## config.mk

```make
export PLATFORM = sky130hd
export DESIGN_NAME = serial_rx
export DESIGN_NICKNAME = d
export VERILOG_FILES = /design/src/rtl/serial_rx_pkg.sv /design/src/rtl/serial_rx_bit_timer.sv /design/src/rtl/serial_rx.sv
export SDC_FILE = /design/constraint.sdc
export NUM_CORES = 1
export LEC_CHECK = 0
export ABC_AREA = 1
export BUFFER_PORTS_ARGS = -buffer_cell sky130_fd_sc_hd__buf_2
export CAP_MARGIN = 20
export CORE_ASPECT_RATIO = 1.5
export CORE_MARGIN = 1.5
export CORE_UTILIZATION = 40
export DETAILED_ROUTE_END_ITERATION = 8
export PLACE_DENSITY = 0.63
export SYNTH_ARGS = -nofsm -noshare
export SYNTH_HDL_FRONTEND = slang
export SYNTH_SLANG_ARGS = --single-unit
```

## constraint.sdc

```tcl
create_clock -name clk -period 1.5 [get_ports clk]
set_input_delay 0.15 -clock clk [delete_from_list [all_inputs] [get_ports clk]]
set_output_delay 0.15 -clock clk [all_outputs]
set_load 0.005 [all_outputs]
```

## src/rtl/serial_rx_pkg.sv

```systemverilog
// Shared definitions for the serial_rx oversampling receiver:
// state encoding and default frame geometry.
package serial_rx_pkg;

    localparam int SERIAL_RX_DATA_BITS    = 8;
    localparam int SERIAL_RX_CLKS_PER_BIT = 16;

    typedef enum logic [2:0] {
        IDLE   = 3'd0,
        START  = 3'd1,
        DATA   = 3'd2,
        PARITY = 3'd3,
        STOP   = 3'd4,
        BREAK  = 3'd5
    } serial_rx_state_e;

endpackage

```

## src/rtl/serial_rx_bit_timer.sv

```systemverilog
// Mod-CLKS_PER_BIT bit timer for serial_rx. A synchronous clear restarts
// the count at 0. half_tick marks mid-bit of the start bit and full_tick
// marks mid-bit of every later bit. The count wraps at CLKS_PER_BIT-1.
module serial_rx_bit_timer #(
    parameter int CLKS_PER_BIT = 16
) (
    input  logic clk,
    input  logic rst,
    input  logic clr,
    output logic half_tick,
    output logic full_tick
);

    localparam int            TW        = $clog2(CLKS_PER_BIT);
    localparam logic [TW-1:0] HALF_LAST = TW'(CLKS_PER_BIT / 2 - 1);
    localparam logic [TW-1:0] FULL_LAST = TW'(CLKS_PER_BIT - 1);

    logic [TW-1:0] cnt_q;

    // Count clk cycles within one serial bit; clear or wrap back to 0.
    always_ff @(posedge clk or negedge rst) begin
        // NOTE: sequential state uses non-blocking (<=) so every flop samples
        // pre-edge values; blocking here would create order-dependent races.
        if (!rst) begin
            cnt_q <= '0;
        end else if (clr || (cnt_q == FULL_LAST)) begin
            cnt_q <= '0;
        end else begin
            cnt_q <= cnt_q + 1'b1;
        end
    end

    assign half_tick = (cnt_q == HALF_LAST);
    assign full_tick = (cnt_q == FULL_LAST);

endmodule

```

## src/rtl/serial_rx.sv

```systemverilog
// Oversampling serial-frame receiver fed by the upstream single-bit dff.
// It detects the start bit and samples the data bits LSB-first at mid-bit.
// It then checks the stop bit and presents the word on a valid/ready register.
// Optional even parity is compiled in with `define SERIAL_RX_PARITY_EN.
module serial_rx
    import serial_rx_pkg::*;
#(
    parameter int DATA_BITS    = SERIAL_RX_DATA_BITS,
    parameter int CLKS_PER_BIT = SERIAL_RX_CLKS_PER_BIT
) (
    input  logic                 clk,
    input  logic                 rst,
    input  logic                 rx_i,
    output logic [DATA_BITS-1:0] data_o,
    output logic                 valid_o,
    input  logic                 ready_i,
    output logic                 busy_o,
    output logic                 frame_err_o,
    output logic                 overrun_o
`ifdef SERIAL_RX_PARITY_EN
    ,
    output logic                 parity_err_o
`endif
);

    localparam logic [2:0] S_IDLE   = IDLE;
    localparam logic [2:0] S_START  = START;
    localparam logic [2:0] S_DATA   = DATA;
`ifdef SERIAL_RX_PARITY_EN
    localparam logic [2:0] S_PARITY = PARITY;
`endif
    localparam logic [2:0] S_STOP   = STOP;
    localparam logic [2:0] S_BREAK  = BREAK;

    localparam int            IW       = $clog2(DATA_BITS);
    localparam logic [IW-1:0] LAST_IDX = IW'(DATA_BITS - 1);

    logic [2:0]           state_q, state_d;
    logic [IW-1:0]        bit_idx_q;
    logic [DATA_BITS-1:0] shift_q;
    logic [DATA_BITS-1:0] data_q;
    logic                 valid_q;
    logic                 frame_err_q;
    logic                 overrun_q;

    logic tmr_clr;
    logic half_tick;
    logic full_tick;
    logic start_ok;
    logic take_bit;
    logic stop_seen;
    logic parity_bad;
    logic word_ok;

    serial_rx_bit_timer #(
        .CLKS_PER_BIT (CLKS_PER_BIT)
    ) u_bit_timer (
        .clk       (clk),
        .rst       (rst),
        .clr       (tmr_clr),
        .half_tick (half_tick),
        .full_tick (full_tick)
    );

    // Frame sequencing: decide the next state and the timer and sampling strobes.
    always_comb begin
        // NOTE: every always_comb output gets a default first, so no path can
        // leave it unassigned and infer a latch.
        state_d   = state_q;
        tmr_clr   = 1'b0;
        start_ok  = 1'b0;
        take_bit  = 1'b0;
        stop_seen = 1'b0;
        case (state_q)
            S_IDLE: begin
                tmr_clr = 1'b1;
                if (!rx_i) state_d = S_START;
            end
            S_START: begin
                if (half_tick) begin
                    tmr_clr = 1'b1;
                    if (rx_i) begin
                        state_d = S_IDLE;
                    end else begin
                        start_ok = 1'b1;
                        state_d  = S_DATA;
                    end
                end
            end
            S_DATA: begin
                if (full_tick) begin
                    take_bit = 1'b1;
                    if (bit_idx_q == LAST_IDX) begin
`ifdef SERIAL_RX_PARITY_EN
                        state_d = S_PARITY;
`else
                        state_d = S_STOP;
`endif
                    end
                end
            end
`ifdef SERIAL_RX_PARITY_EN
            S_PARITY: begin
                if (full_tick) state_d = S_STOP;
            end
`endif
            S_STOP: begin
                if (full_tick) begin
                    stop_seen = 1'b1;
                    state_d   = rx_i ? S_IDLE : S_BREAK;
                end
            end
            S_BREAK: begin
                // A held-low line must rise before a new start bit is accepted.
                tmr_clr = 1'b1;
                if (rx_i) state_d = S_IDLE;
            end
            default: begin
                tmr_clr = 1'b1;
                state_d = S_IDLE;
            end
        endcase
    end

    // FSM state, bit index and data shift register.
    always_ff @(posedge clk or negedge rst) begin
        if (!rst) begin
            state_q   <= S_IDLE;
            bit_idx_q <= '0;
            // NOTE: the shift register is a few flops rather than a RAM, so
            // resetting it is cheap and keeps the datapath deterministic.
            shift_q   <= '0;
        end else begin
            state_q <= state_d;
            if (start_ok) begin
                bit_idx_q <= '0;
            end else if (take_bit) begin
                bit_idx_q          <= bit_idx_q + 1'b1;
                shift_q[bit_idx_q] <= rx_i;
            end
        end
    end

`ifdef SERIAL_RX_PARITY_EN
    logic par_bit_q;
    logic parity_err_q;

    // Capture the parity bit at its mid-bit sample.
    always_ff @(posedge clk or negedge rst) begin
        if (!rst) begin
            par_bit_q <= 1'b0;
        end else if ((state_q == S_PARITY) && full_tick) begin
            par_bit_q <= rx_i;
        end
    end

    // Even parity: the data bits plus the parity bit must XOR to 0.
    assign parity_bad = ^{shift_q, par_bit_q};

    // Flag a parity mismatch when the stop bit is sampled.
    always_ff @(posedge clk or negedge rst) begin
        if (!rst) begin
            parity_err_q <= 1'b0;
        end else begin
            parity_err_q <= stop_seen && parity_bad;
        end
    end

    assign parity_err_o = parity_err_q;
`else
    assign parity_bad = 1'b0;
`endif

    // A word is delivered only with a good stop bit and, if enabled, good parity.
    assign word_ok = stop_seen && rx_i && !parity_bad;

    // Output register: load, hold or drop the word, and raise the error pulses.
    always_ff @(posedge clk or negedge rst) begin
        if (!rst) begin
            data_q      <= '0;
            valid_q     <= 1'b0;
            frame_err_q <= 1'b0;
            overrun_q   <= 1'b0;
        end else begin
            frame_err_q <= stop_seen && !rx_i;
            overrun_q   <= word_ok && valid_q && !ready_i;
            if (word_ok && (!valid_q || ready_i)) begin
                data_q  <= shift_q;
                valid_q <= 1'b1;
            end else if (valid_q && ready_i) begin
                valid_q <= 1'b0;
            end
        end
    end

    assign data_o      = data_q;
    assign valid_o     = valid_q;
    assign frame_err_o = frame_err_q;
    assign overrun_o   = overrun_q;
    assign busy_o      = (state_q != S_IDLE);

endmodule

```

# Word-level counts from Yosys, hierarchy flattened
# Index checks and enable logic that the tools add are counted.
[word_totals]
inputBits = 4
out_inout_bits = 12
n_memories = 0
ram_bits = 0
latch_bits = 0
elab_cells = 70
romBits = 0
register_bits = 29
[classes]
div = 0
muxes = 25
shifts = 0
reduce_logical = 19
eq_ne = 13
n_bitwise = 1
n_addsub = 2
n_mul = 0
order_cmp = 2
[ops]
columns = ["cell", "count"]
rows = [
  ["3-bit two-way mux", 9],
  ["3-bit one-hot mux with 5 select lines", 1],
  ["2-bit != test, second input constant", 6],
  ["1-bit two-way mux", 10],
  ["3-bit == test, second input constant", 3],
  ["8-bit bitwise mux", 1],
  ["1-bit logical AND", 7],
  ["6-bit AND reduction", 1],
  ["4-bit by 1-bit adder with 4-bit output, second input constant", 1],
  ["4-bit by 3-bit == test with 1-bit output, second input constant", 1],
  ["4-bit == test, second input constant", 1],
  ["3-bit by 4-bit less-than comparator with 1-bit output, second input constant", 1],
  ["4-bit two-way mux", 1],
  ["2-bit nonzero test", 2],
  ["3-bit by 1-bit adder with 3-bit output, second input constant", 1],
  ["1-bit demux with 3-bit select", 1],
  ["3-bit by 1-bit == test with 1-bit output, second input constant", 1],
  ["3-bit by 2-bit == test with 1-bit output, second input constant", 1],
  ["3-bit by 1-bit >= comparator with 1-bit output, second input constant", 1],
  ["1-bit logical NOT", 3],
  ["3-bit logical NOT", 1],
  ["3-bit nonzero test", 1],
  ["1-bit logical OR", 2],
  ["2-bit two-way mux", 1],
  ["other kinds (4)", 4],
]

# Logic depth before layout (Yosys ltp)
# Gate-level depths: netlist (run 1).
[depth]
depth_word = 6
mapped_depth = 8
mapped_depth_nobuf = 8

# Modules after synthesis
# Synthesis (run 1) repeated with hierarchy kept, for this count alone.
[unflattened]
cells_unflattened = 158
area_unflattened_um2 = 1430.1
[modules_own_cells]
columns = ["module", "seq_area_each_um2", "cells_per_inst", "instances", "area_per_inst_um2"]
rows = [
  ["serial_rx", 625.6, 138, 1, 1233.7],
  ["serial_rx_bit_timer", 100.1, 20, 1, 196.4],
]

# Worst setup path before layout (run 1)
# OpenSTA, ideal clock, no wires.
[synth_timing]
path_type = "reg2reg"
start = "register u_bit_timer.cnt_q[0]"
end = "register shift_q[7]"
arrival_time_ps = 1164
path_slack_ps = 216
n_path_buf = 0
setup_ps = 120
required_time_ps = 1380
period_less_slack_ps = 1284
path_stages_with_launch = 9
path_cell_list = "dfrtp_1 > ha_1 > nand2_2 > nor2_4 > inv_2 > nor2_8 > nand2_1 > o21ai_1 > nand2_1"
[synth_between]
elab_chain_cells = 5
elab_cells_between_ends = 8
cone_classes = "2 x eq/ne; 4 x mux; 1 x bitwise; 1 x reduce/logical"
[synth_lines]
columns = ["element", "line", "source"]
rows = [
  ["start: declaration", "serial_rx_bit_timer.sv:18", "logic [TW-1:0] cnt_q;"],
  ["start signal: assignment", "serial_rx_bit_timer.sv:29", "cnt_q <= cnt_q + 1'b1;"],
  ["4-bit by 3-bit == test with 1-bit output", "serial_rx_bit_timer.sv:33", "assign half_tick = (cnt_q == HALF_LAST);"],
  ["1-bit two-way mux", "serial_rx.sv:80", "if (half_tick) begin"],
  ["1-bit two-way mux", "serial_rx.sv:74", "case (state_q)"],
  ["1-bit inverter (no source line)", "-", ""],
  ["2-bit AND reduction (no source line) (*)", "-", ""],
  ["end signal: indexed assignment", "serial_rx.sv:139", "shift_q[bit_idx_q] <= rx_i;"],
  ["end: declaration", "serial_rx.sv:40", "logic [DATA_BITS-1:0] shift_q;"],
]
# Mark *: on every way between the ends. The rest lies on a longest branch, timed or not.
# A chain may end at the register's enable or synchronous reset.

# Worst setup path in the final report (run 1)
# Ends and elaborated chain as after synthesis.

==> results of run 1 <==
synthesized netlist by cell type:
| library cell | number | area share (%) |
|---|---|---|
| o21ai_0 | 3 | 1.1 |
| nand2_1 | 56 | 15 |
| nor2_1 | 21 | 5.7 |
| nor2_2 | 1 | 0.45 |
| inv_1 | 12 | 3.2 |
| buf_4 | 1 | 0.54 |
| nand3_1 | 13 | 4.7 |
| o21ai_2 | 1 | 0.63 |
| dfrtp_1 | 29 | 52 |
| inv_4 | 1 | 0.45 |
| nand3_4 | 2 | 2.5 |
| o21ai_1 | 6 | 2.2 |
| nor2_8 | 2 | 2.9 |
| xor2_1 | 1 | 0.63 |
| inv_2 | 3 | 0.81 |
| nor3_1 | 1 | 0.36 |
| a21oi_1 | 3 | 1.1 |
| ha_1 | 3 | 2.7 |
| nand4_1 | 2 | 0.90 |
| nor2_4 | 1 | 0.81 |
| nand2_2 | 2 | 0.90 |
flip-flops by register name (all words and copies together) (netlist names):
register	flops
data_o	8
shift_q	8
u_bit_timer.cnt_q	4
bit_idx_q	3
state_q	3
frame_err_o	1
overrun_o	1
valid_o	1
power by group through the flow:
stage	sequential, uW	clock (uW)	combinational, uW
6_report	921	590	401
4_1_cts	908	615	384
5_1_grt	931	640	463
3_5_place_dp	922	0	379
2_1_floorplan	911	0	269
3_3_place_gp	917	0	365
final cells by class:
class,count,area share (%)
inverters,16,3.95
multi-input cells,120,38.3
clock buffers,8,4.68
flip-flops and latches,29,42.4
well taps,42,3.07
repair buffers,22,7.61
how the worst max path moves through the flow:
stage / startpoint / end / slack [ns] / cells past startpoint
global route: u_bit_timer.cnt_q[0]$_DFF_PN0_ / shift_q[7]$_DFFE_PN0P_ / -0.07 / 8
CTS: u_bit_timer.cnt_q[0]$_DFF_PN0_ / u_bit_timer.cnt_q[2]$_DFF_PN0_ / 0.08 / 6
detailed placement: u_bit_timer.cnt_q[0]$_DFF_PN0_ / state_q[1]$_DFFE_PN0P_ / 0.1 / 8
global placement: u_bit_timer.cnt_q[0]$_DFF_PN0_ / state_q[2]$_DFFE_PN0P_ / 0.13 / 7
finish: u_bit_timer.cnt_q[0]$_DFF_PN0_ / shift_q[7]$_DFFE_PN0P_ / 0.05 / 8
floorplan: u_bit_timer.cnt_q[0]$_DFF_PN0_ / shift_q[7]$_DFFE_PN0P_ / 0.22 / 8
critical path, cell delays in order (launching register included):
cell      delay, ns
dfrtp_1        0.40
ha_4           0.17
nand2_4        0.06
nor2_4         0.18
clkinv_4       0.13
nor2_8         0.17
nand2_1        0.06
o21ai_1        0.12
nand2_1        0.06
cells by family after synthesis:
logic type	synth area share (%)
AND/OR/NAND/NOR	34.4
flip-flops	52.3
buffers and inverters	5.05
AO/OA/AOI/OAI	4.96
adder cells (fa/ha/maj)	2.71
XOR/XNOR	0.631
what timing repair did:
action	CTS	global route
setup buffers	0	5
hold buffers	1	0
endpoints found under the setup margin	0	14
endpoints found under the hold margin	29	0
gates resized for setup	0	11
per-stage QoR:
| step | instance area (sq um) | util [%] | instances |
|---|---|---|---|
| floorplan | 1390 | - | 164 |
| global placement | 1520 | 45.2 | 221 |
| detailed placement | 1520 | 45.2 | 221 |
| CTS | 1610 | 47.9 | 230 |
| global route | 1710 | 51.0 | 237 |
| finish | 1710 | 51.0 | 237 |
layer usage:
layer	global-route usage, %	routed length [microns]
met1	13.8	995
met2	29.7	1510
met3	5.36	93
met4	9.31	69
met5	0	0
==> results.json, run 1 <==
{
  "status": "complete, no violations",
  "hold_depth": 3,
  "holdCritStartpoint": "rx_i",
  "power_leakage_uw": 0.000905,
  "crit_arrival_ns": 1.62,
  "switching_share_pct": 30.8,
  "min_to": "shift_q[7]$_DFFE_PN0P_",
  "min_period_ns": 1.45,
  "finalSetupTns_ns": 0,
  "synth.yosys.seq_area_share_pct": 52.3,
  "reg2regPathDepth": 8,
  "grt_max_degree": 30,
  "cts-root-buf": "clkbuf_8",
  "ioPinCount": 16,
  "path_clk_slew_ns": 0.06,
  "htreeDepth": 2,
  "finalHoldViolCount": 0,
  "yosys_warnings": 0,
  "path_max_fanout": 6,
  "coreArea_sq_um": 3350,
  "rr_endpoint": "shift_q[7]$_DFFE_PN0P_",
  "pwr-share-clk_pct": 30.9,
  "tightest_slew_ns": 0.626,
  "grt-ovfl-total": 0,
  "drc": 0,
  "fin_ws_ns": 0.0491,
  "grt_pass1_wl_microns": 4350,
  "total_power_uw": 1910,
  "grt_setup_unrepaired": "true",
  "cts_tree": "done",
  "place_congestion": 0.884,
  "hpwl_microns": 1920,
  "skew_ns": 0.00286,
  "layout_commonest_cell": "nand2_1",
  "criticalPathCategory": "reg2reg",
  "num-fill-cells": 323,
  "peakVddDrop_v": 0.000765,
  "place_ws_ns": 0.0990,
  "clock_path_buffers": 2,
  "p_comb_share_pct": 21.0,
  "slew_viol_final": 0,
  "antenna_found_initial": 0,
  "clk_latency_ns": 0.28,
  "dr.pass1.iters": 4,
  "end_kind": "register",
  "multiInputGateArea_sq_um": 654,
  "r2r_setup_slack_ns": 0.05,
  "final_cell_mix": "nand2_1 (55), dfrtp_1 (29), nor2_1 (19)",
  "p_seq_share_pct": 48.2,
  "antenna_cells": 0,
  "wl_per_cell_microns": 11.2,
  "powerDensity_nw_per_um2": 1120,
  "r2r_start": "u_bit_timer.cnt_q[0]$_DFF_PN0_",
  "num_rows": 26,
  "drive_gt1_share_pct": 24.6,
  "setup-violations-final": 0,
  "drt_first_iter_violations": 24,
  "grt_pass1_vias": 1100,
  "worstSetupStartpointType": "register",
  "synth.avg_cell_area_sq_um": 8.46,
  "die_area_sq_um": 3840,
  "fin_nets": 201,
  "ant_nets": 0,
  "hold_class": "in2reg",
  "seq_area_sq_um": 726,
  "initial_core_util_pct": 41.4,
  "fin_hold_ws_ns": 0.190,
  "slew-limit-headroom_pct": 58.3,
  "p_int_uw": 1320,
  "die_height_microns": 75.1,
  "max_cap_viol_count": 0,
  "fp.dieW_microns": 51.1,
  "io_buffers": 15,
  "clock-sinks": 29,
  "cts-buffers-inserted": 5,
  "routed_wl_microns": 2670,
  "fmax_mhz": 689,
  "syn-num-nets": 171,
  "ys_ff_latch": 29,
  "p_switching_uw": 588,
  "cp_data_required_time_ns": 1.67,
  "yosysUniqueCellTypes": 21,
  "syn_area_sq_um": 1390,
  "viasPerCell": 4.70,
  "grt_usage_pct": 15.6,
  "timing.final.crit_share_pct": 96.7,
  "syn2layout_area_growth_pct": 23.3,
  "syn_inst": 164,
  "vias": 1114
}
Power figures use the tool's default switching activity.
==> inputs of run 2 (changes only) <==
--- a/config.mk
+++ b/config.mk
@@ -13,6 +13,7 @@
 export CORE_UTILIZATION = 40
 export DETAILED_ROUTE_END_ITERATION = 8
 export PLACE_DENSITY = 0.63
+export REMOVE_ABC_BUFFERS = 1
 export SYNTH_ARGS = -nofsm -noshare
 export SYNTH_HDL_FRONTEND = slang
 export SYNTH_SLANG_ARGS = --single-unit
==> run 2 against run 1 <==
  * Worst setup slack got worse by 0.018 ns
  * Clock skew fell by 0.0019 ns
  * Clock-buffer cell count fell by 1
  * Maximum frequency fell by 1.2%
  * Die area did not move
  * Via count fell by 0.54%
  * Hold slack improved by 0.0039 ns
  * Global-route usage fell by 0.65 points
  * Register-to-register slack got worse by 0.02 ns
  * Clock power rose by 16%
  * Largest cell class unchanged
==> results.json, run 2 (synthesized netlist as in run 1, its figures left out) <==
{
  "layout_commonest_cell": "nand2_1",
  "num-fill-cells": 312,
  "p_switching_uw": 600,
  "grt-ovfl-total": 0,
  "syn2layout_area_growth_pct": 20.9,
  "worstSetupStartpointType": "register",
  "finalSetupTns_ns": 0,
  "criticalPathCategory": "reg2reg",
  "coreArea_sq_um": 3350,
  "fmax_mhz": 681,
  "setup-violations-final": 0,
  "tightest_slew_ns": 0.630,
  "peakVddDrop_v": 0.000869,
  "crit_arrival_ns": 1.62,
  "p_seq_share_pct": 45.7,
  "viasPerCell": 4.76,
  "end_kind": "register",
  "initial_core_util_pct": 41.4,
  "grt_usage_pct": 15.0,
  "wl_per_cell_microns": 10.8,
  "cts-root-buf": "clkbuf_8",
  "clock_path_buffers": 2,
  "hold_depth": 3,
  "drc": 0,
  "grt_setup_unrepaired": "true",
  "cp_data_required_time_ns": 1.65,
  "htreeDepth": 2,
  "reg2regPathDepth": 9,
  "timing.final.crit_share_pct": 97.9,
  "p_comb_share_pct": 20.4,
  "finalHoldViolCount": 0,
  "r2r_setup_slack_ns": 0.03,
  "drt_first_iter_violations": 40,
  "total_power_uw": 2010,
  "cts-buffers-inserted": 5,
  "vias": 1108,
  "final_cell_mix": "nand2_1 (56), dfrtp_1 (29), nor2_1 (21)",
  "ant_nets": 0,
  "antenna_found_initial": 0,
  "post_dp_cell_area_sq_um": 1520,
  "fp.dieW_microns": 51.1,
  "clk_latency_ns": 0.28,
  "io_buffers": 15,
  "die_height_microns": 75.1,
  "fin_nets": 197,
  "num_rows": 26,
  "min_period_ns": 1.47,
  "design_area_sq_um": 1680,
  "clock-sinks": 29,
  "ioPinCount": 16,
  "status": "complete, no violations",
  "die_area_sq_um": 3840,
  "path_clk_slew_ns": 0.06,
  "pwr-share-clk_pct": 33.9,
  "slew-limit-headroom_pct": 58.0,
  "skew_ns": 0.000922,
  "max_cap_viol_count": 0,
  "power_leakage_uw": 0.000907,
  "switching_share_pct": 29.8,
  "p_int_uw": 1410,
  "path_max_fanout": 6,
  "grt_pass1_wl_microns": 4140,
  "dr.pass1.iters": 4,
  "place_congestion": 0.854,
  "hold_class": "in2reg",
  "hpwl_microns": 1880,
  "drive_gt1_share_pct": 22.0,
  "antenna_cells": 0,
  "slew_viol_final": 0,
  "routed_wl_microns": 2510,
  "powerDensity_nw_per_um2": 1200,
  "grt_max_degree": 30,
  "grt_pass1_vias": 1020,
  "cts_tree": "done"
}
## run 2: changes by cell type in the layout (fill, tap and decap cells not counted), sizes merged
cell    before  now
buf         21   19
clkbuf       8    7
inv         15   16
nor2        27   25
## run 2: worst paths after layout
check                                                     from                endpoint
worst max register to register  u_bit_timer.cnt_q[0]$_DFF_PN0_  shift_q[0]$_DFFE_PN0P_
worst min-delay path                                      rx_i  shift_q[7]$_DFFE_PN0P_
worst max-delay path            u_bit_timer.cnt_q[0]$_DFF_PN0_  shift_q[0]$_DFFE_PN0P_
min in group asynchronous                                  rst  shift_q[5]$_DFFE_PN0P_
max in group asynchronous                                  rst     valid_o$_DFFE_PN0P_
worst min register to register           data_o[4]$_DFFE_PN0P_   data_o[4]$_DFFE_PN0P_
## run 2: layout make-up
cell class | count | area, sq um | area share, %
clock buffer | 7 | 96.3 | 5.74
tap | 42 | 52.6 | 3.13
sequential | 29 | 726 | 43.3
timing repair buffer | 20 | 119 | 7.08
multi-input combinational | 118 | 614 | 36.6
inverter | 16 | 65.1 | 3.88
clock inverter | 1 | 5.00 | 0.298
## run 2: what timing repair did
item,CTS,global route
gates resized for setup,0,11
setup endpoints to repair,0,10
buffers inserted,0,3
hold endpoints to repair,29,0
hold buffers,1,0
## run 2: layer usage
metal | part of all wire, % | global-route usage (%) | up-vias | wire, microns
met5 | 0 | 0 | - | 0
met4 | 2.3 | 8.11 | 0 | 57
met3 | 4.9 | 5.36 | 8 | 122
met2 | 53 | 27.1 | 27 | 1330
met1 | 40 | 14.6 | 505 | 1000
li1 | - | - | 568 | -
## run 2: stage by stage
step                      setup slack, ns  hold slack (ns)  cells  utilization [%]
after floorplan                     0.216           -0.146    163                -
after global placement              0.123            0.191    221             45.2
after detailed placement           0.0889            0.209    221             45.2
after CTS                          0.0277            0.179    230             48.5
after global routing              -0.0570            0.215    233             50.1
final                              0.0311            0.194    233             50.1
## run 2: worst max-delay path: stages (launching register included)
cell and delay [ns]:
dfrtp_1 0.40, ha_4 0.16, nand2_4 0.06, nor2_4 0.18, inv_4 0.08, nor2_8 0.14, buf_6 0.12, nand3_2 0.07
nand2_1 0.07, o21ai_1 0.05
## run 2: power by group through the flow
stage               logic (uW)  registers, uW  clock network, uW
global placement           369            914                  0
CTS                        386            905                716
global route               468            929                742
detailed placement         382            919                  0
finish                     410            919                683
floorplan                  267            911                  0
